--- src/rtl/ssd_pkg.sv ---
// ssd_pkg: shared definitions for the seven-segment scan controller.
//   BLANK_CODE    digit code that the decoder renders as all segments off
//   scan_state_t  scan phase (BLANK dead time / DRIVE digit on)
//   DEF_*         default parameter values for ssd_scan_ctrl
//   cnt_width()   phase counter width for a given drive/blank length pair
package ssd_pkg;

  localparam logic [3:0] BLANK_CODE = 4'hF;

  localparam int DEF_DIGITS    = 4;
  localparam int DEF_PRESCALE  = 1000;
  localparam int DEF_BLANK_CYC = 2;

  typedef enum logic {
    BLANK = 1'b0,
    DRIVE = 1'b1
  } scan_state_t;

  // Counter counts 0..len-1 for the longer of the two phases; never narrower
  // than one bit so a 1-cycle configuration still has a real register.
  function automatic int cnt_width(input int a, input int b);
    int m;
    m = (a > b) ? a : b;
    if (m < 2) m = 2;
    return $clog2(m);
  endfunction

endpackage

--- src/rtl/ssd.sv ---
// ssd: combinational BCD to seven-segment decoder.
//   i_code      4-bit digit code
//   o_segments  {a,b,c,d,e,f,g}, active-high; codes 10..15 give all-off
module ssd (
  input  logic [3:0] i_code,
  output logic [6:0] o_segments
);

  always_comb begin
    o_segments = 7'b0000000;
    case (i_code)
      4'd0:    o_segments = 7'b1111110;
      4'd1:    o_segments = 7'b0110000;
      4'd2:    o_segments = 7'b1101101;
      4'd3:    o_segments = 7'b1111001;
      4'd4:    o_segments = 7'b0110011;
      4'd5:    o_segments = 7'b1011011;
      4'd6:    o_segments = 7'b1011111;
      4'd7:    o_segments = 7'b1110000;
      4'd8:    o_segments = 7'b1111111;
      4'd9:    o_segments = 7'b1111011;
      default: o_segments = 7'b0000000;
    endcase
  end

endmodule

--- src/rtl/ssd_scan_timer.sv ---
// ssd_scan_timer: phase length counter for the scan FSM.
//   clk, reset    clock and asynchronous active-high reset
//   i_load        restart the count at 0 on the next edge
//   i_len         length of the current phase in cycles (>= 1)
//   o_phase_end   high during the last cycle of the current phase
module ssd_scan_timer #(
  parameter int CNT_W = 2
) (
  input  logic             clk,
  input  logic             reset,
  input  logic             i_load,
  input  logic [CNT_W:0]   i_len,
  output logic             o_phase_end
);

  logic [CNT_W-1:0] r_cnt;

  // i_len carries one extra bit so the full phase length is representable.
  assign o_phase_end = ({1'b0, r_cnt} == (i_len - 1'b1));

  always_ff @(posedge clk or posedge reset) begin
    if (reset) begin
      r_cnt <= '0;
    end else if (i_load) begin
      r_cnt <= '0;
    end else begin
      r_cnt <= r_cnt + 1'b1;
    end
  end

endmodule

--- src/rtl/ssd_scan_ctrl.sv ---
// ssd_scan_ctrl: time-multiplexed scan controller for a multi-digit
// seven-segment display with frame-synchronous word updates.
//   clk, reset   clock and asynchronous active-high reset
//   wr_valid     new display word offered
//   wr_data      digit codes, bits [4i+3:4i] for digit i
//   wr_ready     shadow buffer empty; accepted on wr_valid && wr_ready
//   digit_en     per-digit enable, sampled on entry to DRIVE
//   anode        one-hot digit select, all-zero while blanking
//   segments     decoded pattern {a,b,c,d,e,f,g}
//   frame_done   one-cycle pulse in the first BLANK cycle of digit 0
//
// state | meaning
// ------+-----------------------------------------------------------
// BLANK | dead time before a digit, anode = 0, seg code = BLANK_CODE
// DRIVE | digit idx lit with active[idx] (anode gated by digit_en)
module ssd_scan_ctrl
  import ssd_pkg::*;
#(
  parameter int DIGITS    = DEF_DIGITS,
  parameter int PRESCALE  = DEF_PRESCALE,
  parameter int BLANK_CYC = DEF_BLANK_CYC
) (
  input  logic                  clk,
  input  logic                  reset,
  input  logic                  wr_valid,
  input  logic [4*DIGITS-1:0]   wr_data,
  output logic                  wr_ready,
  input  logic [DIGITS-1:0]     digit_en,
  output logic [DIGITS-1:0]     anode,
  output logic [6:0]            segments,
  output logic                  frame_done
);

  localparam int CNT_W = cnt_width(PRESCALE, BLANK_CYC);
  localparam int IDX_W = (DIGITS > 1) ? $clog2(DIGITS) : 1;

  typedef logic [CNT_W:0] len_t;

  localparam len_t             LEN_BLANK = len_t'(BLANK_CYC);
  localparam len_t             LEN_DRIVE = len_t'(PRESCALE);
  localparam logic [IDX_W-1:0] LAST_IDX  = IDX_W'(DIGITS - 1);

  scan_state_t               r_state;
  scan_state_t               w_state_nxt;
  logic [IDX_W-1:0]          r_idx;
  logic [DIGITS-1:0][3:0]    r_active;
  logic [DIGITS-1:0][3:0]    r_pending;
  logic                      r_pend_full;
  logic                      r_xfer;
  logic                      r_frame_done;
  logic [DIGITS-1:0]         r_anode;
  logic [3:0]                r_seg_code;

  logic [DIGITS-1:0]         w_anode_nxt;
  logic [3:0]                w_seg_nxt;
  logic [DIGITS-1:0]         w_onehot;
  len_t                      w_len;
  logic                      w_phase_end;
  logic                      w_drive_end;
  logic                      w_wrap;
  logic                      w_accept;

  assign w_onehot    = DIGITS'(1) << r_idx;
  assign w_drive_end = (r_state == DRIVE) && w_phase_end;
  assign w_wrap      = w_drive_end && (r_idx == LAST_IDX);
  assign w_accept    = wr_valid && !r_pend_full;

  ssd_scan_timer #(
    .CNT_W (CNT_W)
  ) u_timer (
    .clk         (clk),
    .reset       (reset),
    .i_load      (w_phase_end),
    .i_len       (w_len),
    .o_phase_end (w_phase_end)
  );

  // FSM: state register
  always_ff @(posedge clk or posedge reset) begin
    if (reset) begin
      r_state <= BLANK;
    end else begin
      r_state <= w_state_nxt;
    end
  end

  // FSM: next state
  always_comb begin
    w_state_nxt = r_state;
    if (w_phase_end) begin
      w_state_nxt = (r_state == BLANK) ? DRIVE : BLANK;
    end
  end

  // FSM: outputs. anode/seg code are computed for the next state and
  // registered together, so segments and anode switch on the same edge.
  always_comb begin
    w_len       = (r_state == BLANK) ? LEN_BLANK : LEN_DRIVE;
    w_anode_nxt = r_anode;
    w_seg_nxt   = r_seg_code;
    if (w_phase_end) begin
      if (r_state == BLANK) begin
        w_anode_nxt = digit_en[r_idx] ? w_onehot : '0;
        w_seg_nxt   = r_active[r_idx];
      end else begin
        w_anode_nxt = '0;
        w_seg_nxt   = BLANK_CODE;
      end
    end
  end

  always_ff @(posedge clk or posedge reset) begin
    if (reset) begin
      r_anode    <= '0;
      r_seg_code <= BLANK_CODE;
      r_idx      <= '0;
    end else begin
      r_anode    <= w_anode_nxt;
      r_seg_code <= w_seg_nxt;
      if (w_drive_end) begin
        r_idx <= w_wrap ? '0 : r_idx + 1'b1;
      end
    end
  end

  // Frame buffer. The word moves into active on the wrap edge, but the
  // shadow stays marked full for the frame_done cycle so wr_ready rises
  // the cycle after frame_done. r_xfer remembers that a transfer really
  // happened, so a word accepted in the wrap cycle itself is not dropped.
  always_ff @(posedge clk or posedge reset) begin
    if (reset) begin
      r_active     <= '1;
      r_pending    <= '0;
      r_pend_full  <= 1'b0;
      r_xfer       <= 1'b0;
      r_frame_done <= 1'b0;
    end else begin
      r_frame_done <= w_wrap;
      r_xfer       <= w_wrap && r_pend_full;
      if (w_wrap && r_pend_full) begin
        r_active <= r_pending;
      end
      if (w_accept) begin
        r_pending   <= wr_data;
        r_pend_full <= 1'b1;
      end else if (r_xfer) begin
        r_pend_full <= 1'b0;
      end
    end
  end

  ssd u_ssd (
    .i_code     (r_seg_code),
    .o_segments (segments)
  );

  assign anode      = r_anode;
  assign wr_ready   = !r_pend_full;
  assign frame_done = r_frame_done;

endmodule
--- config.mk ---
export PLATFORM = sky130hd
export DESIGN_NAME = ssd_scan_ctrl
export DESIGN_NICKNAME = d
export VERILOG_FILES = /design/src/rtl/ssd_pkg.sv /design/src/rtl/ssd.sv /design/src/rtl/ssd_scan_timer.sv /design/src/rtl/ssd_scan_ctrl.sv
export SDC_FILE = /design/constraint.sdc
export NUM_CORES = 1
export LEC_CHECK = 0
export CORE_MARGIN = 1.5
export CORE_UTILIZATION = 45
export CTS_BUF_LIST = sky130_fd_sc_hd__clkbuf_16
export DETAILED_ROUTE_END_ITERATION = 16
export GPL_ROUTABILITY_DRIVEN = 0
export PLACE_DENSITY = 0.67
export SLEW_MARGIN = 0
export SYNTH_ARGS = -nofsm -noshare
export SYNTH_HDL_FRONTEND = slang
export SYNTH_SLANG_ARGS = --single-unit
--- constraint.sdc ---
create_clock -name clk -period 4 [get_ports clk]
set_input_delay 0.6 -clock clk [delete_from_list [all_inputs] [get_ports clk]]
set_output_delay 0.6 -clock clk [all_outputs]
set_load 0.01 [all_outputs]
==> impl_results.md <==
* Global-route wire length before repair at 7970 um
* Total power per unit cell area at 325 mW/mm^2
* Worst min-delay path category: flop to flop
* Number of buffers inserted by post-CTS setup repair at 0
* Worst relative slew slack at 16.5%
* GRT Overall Usage at 16.2%
* Total of hold buffers inserted after clock tree synthesis at 0
* Detailed-route DRC error count at 0
* Fill count at 502
* Post-detailed-route count of antenna-violating nets at 0
* Layout cells sized above 1 at 30.0%
* Endpoints failing setup at 0
* Overall overflow remaining after global route at 0
* Main flop type after synthesis: sky130_fd_sc_hd__dfrtp_1
* Vias in the first global route at 1625
* Maximum number of buffers from clock root to sink at 2
* Resized cells post-CTS at 0
* Largest net degree at the start of global routing at 39
* Final routed wire length divided by cell count at 14.3 um
* Placed Instance Area at 0.00309 sq mm
* Skew-Pair Late Insertion Delay at 0.29 ns
* Cell Chain, Critical Path: inv_1 -> ha_1 -> inv_1 -> o21ai_0 -> clkdlybuf4s50_1
* Post-synth top area share at 33.4%
* Final hold violation count at 0
* Fraction of the cycle the final worst path needs at 66.5%
* Clock slew at the register clock pins of the worst setup and hold paths at 0.07 ns
* Slowest cell delay on critical path at 0.61 ns
* Leak pwr at 1.38 nW
* Number of buffers created by CTS at 5
* Die width at 80.4 um
* Critical path buffers and inverters at 3
* Max Fanout on Critical Path at 8
* DPL Wire Length at 3270 um
* Clk Tree Root Cell: sky130_fd_sc_hd__clkbuf_16
* Worst hold margin at 0.432 ns
* Transition time of the tightest slew-check pin at 1.25 ns
* Final routed wirelength across all metal layers at 4510 um
* Overall die area at 0.00647 sq mm
* H-Tree Level Count at 2
* Count of pins over their slew limit at 0
* Core Area at 0.00585 sq mm
* Standard cell with the maximum stage delay on the critical path: sky130_fd_sc_hd__dfstp_2
* Worst IR Drop VDD at 0.199 mV
* Highest attainable clock frequency at 376 MHz
* Top post-synthesis cells by area: sky130_fd_sc_hd__dfrtp_1, sky130_fd_sc_hd__dfstp_2, sky130_fd_sc_hd__mux2_2, sky130_fd_sc_hd__ha_1, sky130_fd_sc_hd__mux2_4
* Flop2flop setup slack at 1.54 ns
* Number of placement rows at 28
* Part of the Yosys area used for sequential elements at 52.9%
* Number of nets in the synthesized netlist at 239
* Initial antenna violation count at 0
* Chip Height at 80.4 um
* Cells after DPL at 307
* Clock sink count at 56
* Violation count after the first detailed-routing iteration at 104
* Gate family responsible for the most delay along the worst path: buffers and inverters
* Clock Skew at 0.00321 ns
* Signal arrival time at the worst endpoint at 2.06 ns
* Sort of element at the end of the critical path: output port
* I/O Pins at 36
* Area added between synthesis and finish at 19.7%
* Total Power at 1.05 mW
* Fraction of registers with async set or reset after synthesis at 100%
* Post-route insts no fill at 315
* Area of the multi-input gates at 0.00114 sq mm
* Mapped cell area at 0.00270 sq mm
* Ys Warns at 0
* Number of iterations in the first detailed-routing pass at 4
* Final design area excluding fillers at 0.00323 sq mm
* Setup CP Type: flop to output port
* Diodes inserted at 0
* Post-synth EDFFs at 0
* Number of I/O port buffers at 35
* Maximum capacitance violations at 0
* Sequential cell area at 0.00143 sq mm
* Worst path required time at 3.40 ns
* Setup crit start kind: flop
* Accumulated negative setup slack at 0 ns
* Period minus WS final at 2.66 ns
* Synthesized flop and latch total at 56
* Library cells used by synthesis at 38
* Cell count after synthesis at 205
* Effective utilization at floorplan at 46.1%
* Synthesized area per cell at 13.2 sq um
* Cell taking the most area after synthesis: sky130_fd_sc_hd__dfrtp_1
* Clock tree from TritonCTS: yes
* RSZ-0062 raised after global routing: false
* Vias post-DR at 1609
* Most common cell on crit path: sky130_fd_sc_hd__inv_1
* Via-per-instance ratio at 5.11
* Net count reported at finish at 273
* Outcome: finished clean
cell usage in the layout (no fill, tap or decap), types with 6 or more instances in the layout:
cell type / n
sky130_fd_sc_hd__clkdlybuf4s50_1: 35
sky130_fd_sc_hd__dfrtp_1: 36
sky130_fd_sc_hd__dfstp_2: 20
sky130_fd_sc_hd__ha_1: 11
sky130_fd_sc_hd__inv_1: 15
sky130_fd_sc_hd__mux2_2: 23
sky130_fd_sc_hd__mux2_4: 9
sky130_fd_sc_hd__nor2_1: 8
sky130_fd_sc_hd__o21ai_0: 8
sky130_fd_sc_hd__xnor2_1: 6
sequential cells by signal, summed over array words and instances (netlist names):
name,cells
anode,4
frame_done,1
r_active,16
r_idx,2
r_pend_full,1
r_pending,16
r_seg_code,4
r_state,1
r_xfer,1
u_timer.r_cnt,10
cells by family after synthesis:
logic type | count (synthesis) | synth area share [%]
AND/OR/NAND/NOR | 41 | 9.32
buffers and inverters | 26 | 4.82
XOR/XNOR | 9 | 2.92
AO/OA/AOI/OAI | 25 | 6.21
multiplexers | 37 | 18.8
adder cells (fa/ha/maj) | 11 | 5.10
flip-flops | 56 | 52.9
synth_stat cells, types with 3 or more instances:
library cell,n
sky130_fd_sc_hd__o22ai_1,4
sky130_fd_sc_hd__o2bb2ai_1,4
sky130_fd_sc_hd__ha_1,11
sky130_fd_sc_hd__mux2_4,9
sky130_fd_sc_hd__nor2_1,8
sky130_fd_sc_hd__mux4_2,5
sky130_fd_sc_hd__and3_1,3
sky130_fd_sc_hd__nor2b_1,3
sky130_fd_sc_hd__nand2_1,5
sky130_fd_sc_hd__nand3_1,5
sky130_fd_sc_hd__o21ai_0,8
sky130_fd_sc_hd__nor3_1,3
sky130_fd_sc_hd__nand2b_1,3
sky130_fd_sc_hd__o22a_1,4
sky130_fd_sc_hd__inv_1,16
sky130_fd_sc_hd__dfstp_2,20
sky130_fd_sc_hd__dfrtp_1,36
sky130_fd_sc_hd__xor2_1,3
sky130_fd_sc_hd__mux2_2,23
sky130_fd_sc_hd__xnor2_1,6
sky130_fd_sc_hd__clkbuf_1,4
report_power, final:
group          switching, mW  internal [mW]  total (mW)
registers            0.00462          0.576       0.580
clock network          0.196          0.231       0.427
logic                 0.0156         0.0271      0.0427
worst register-to-register path, stage by stage, from the launching register on:
cell	delay, ns
sky130_fd_sc_hd__dfrtp_1	0.43
sky130_fd_sc_hd__nor3b_2	0.30
sky130_fd_sc_hd__nor4b_4	0.40
sky130_fd_sc_hd__and3_1	0.85
sky130_fd_sc_hd__mux2_2	0.42
per-stage QoR:
stage               worst slack (ns)  utilization [%]
finish                          1.34             55.2
CTS                             1.32             55.2
global placement                1.60             52.8
detailed placement              1.52             52.8
global route                    1.21             55.2
floorplan                       2.06                -
worst paths after layout:
check / startpoint / cells after the start / end
max: r_seg_code[1] / 5 / segments[3]
min: r_xfer / 1 / r_pend_full
max reg2reg: u_timer.r_cnt[3] / 4 / r_active[15]
min reg2reg: r_xfer / 1 / r_pend_full
max in group asynchronous: reset / 3 / r_active[10]
min in group asynchronous: reset / 2 / frame_done
final cells by class:
cell class,instances,share of cell area (%)
well taps,75,2.90
clock inverters,3,0.542
repair buffers,37,11.3
inverters,16,1.86
multi-input cells,123,35.4
clock buffers,5,3.87
flip-flops and latches,56,44.2
metal layers:
metal,global-route usage (%),part of all wire [%],vias to the layer above
li1,-,-,786
met1,22.4,48,784
met2,25.2,47,33
met3,4.20,3.8,6
met4,4.66,1.3,0
met5,0,0,-
Note: power is estimated with default switching activity, not from simulation.
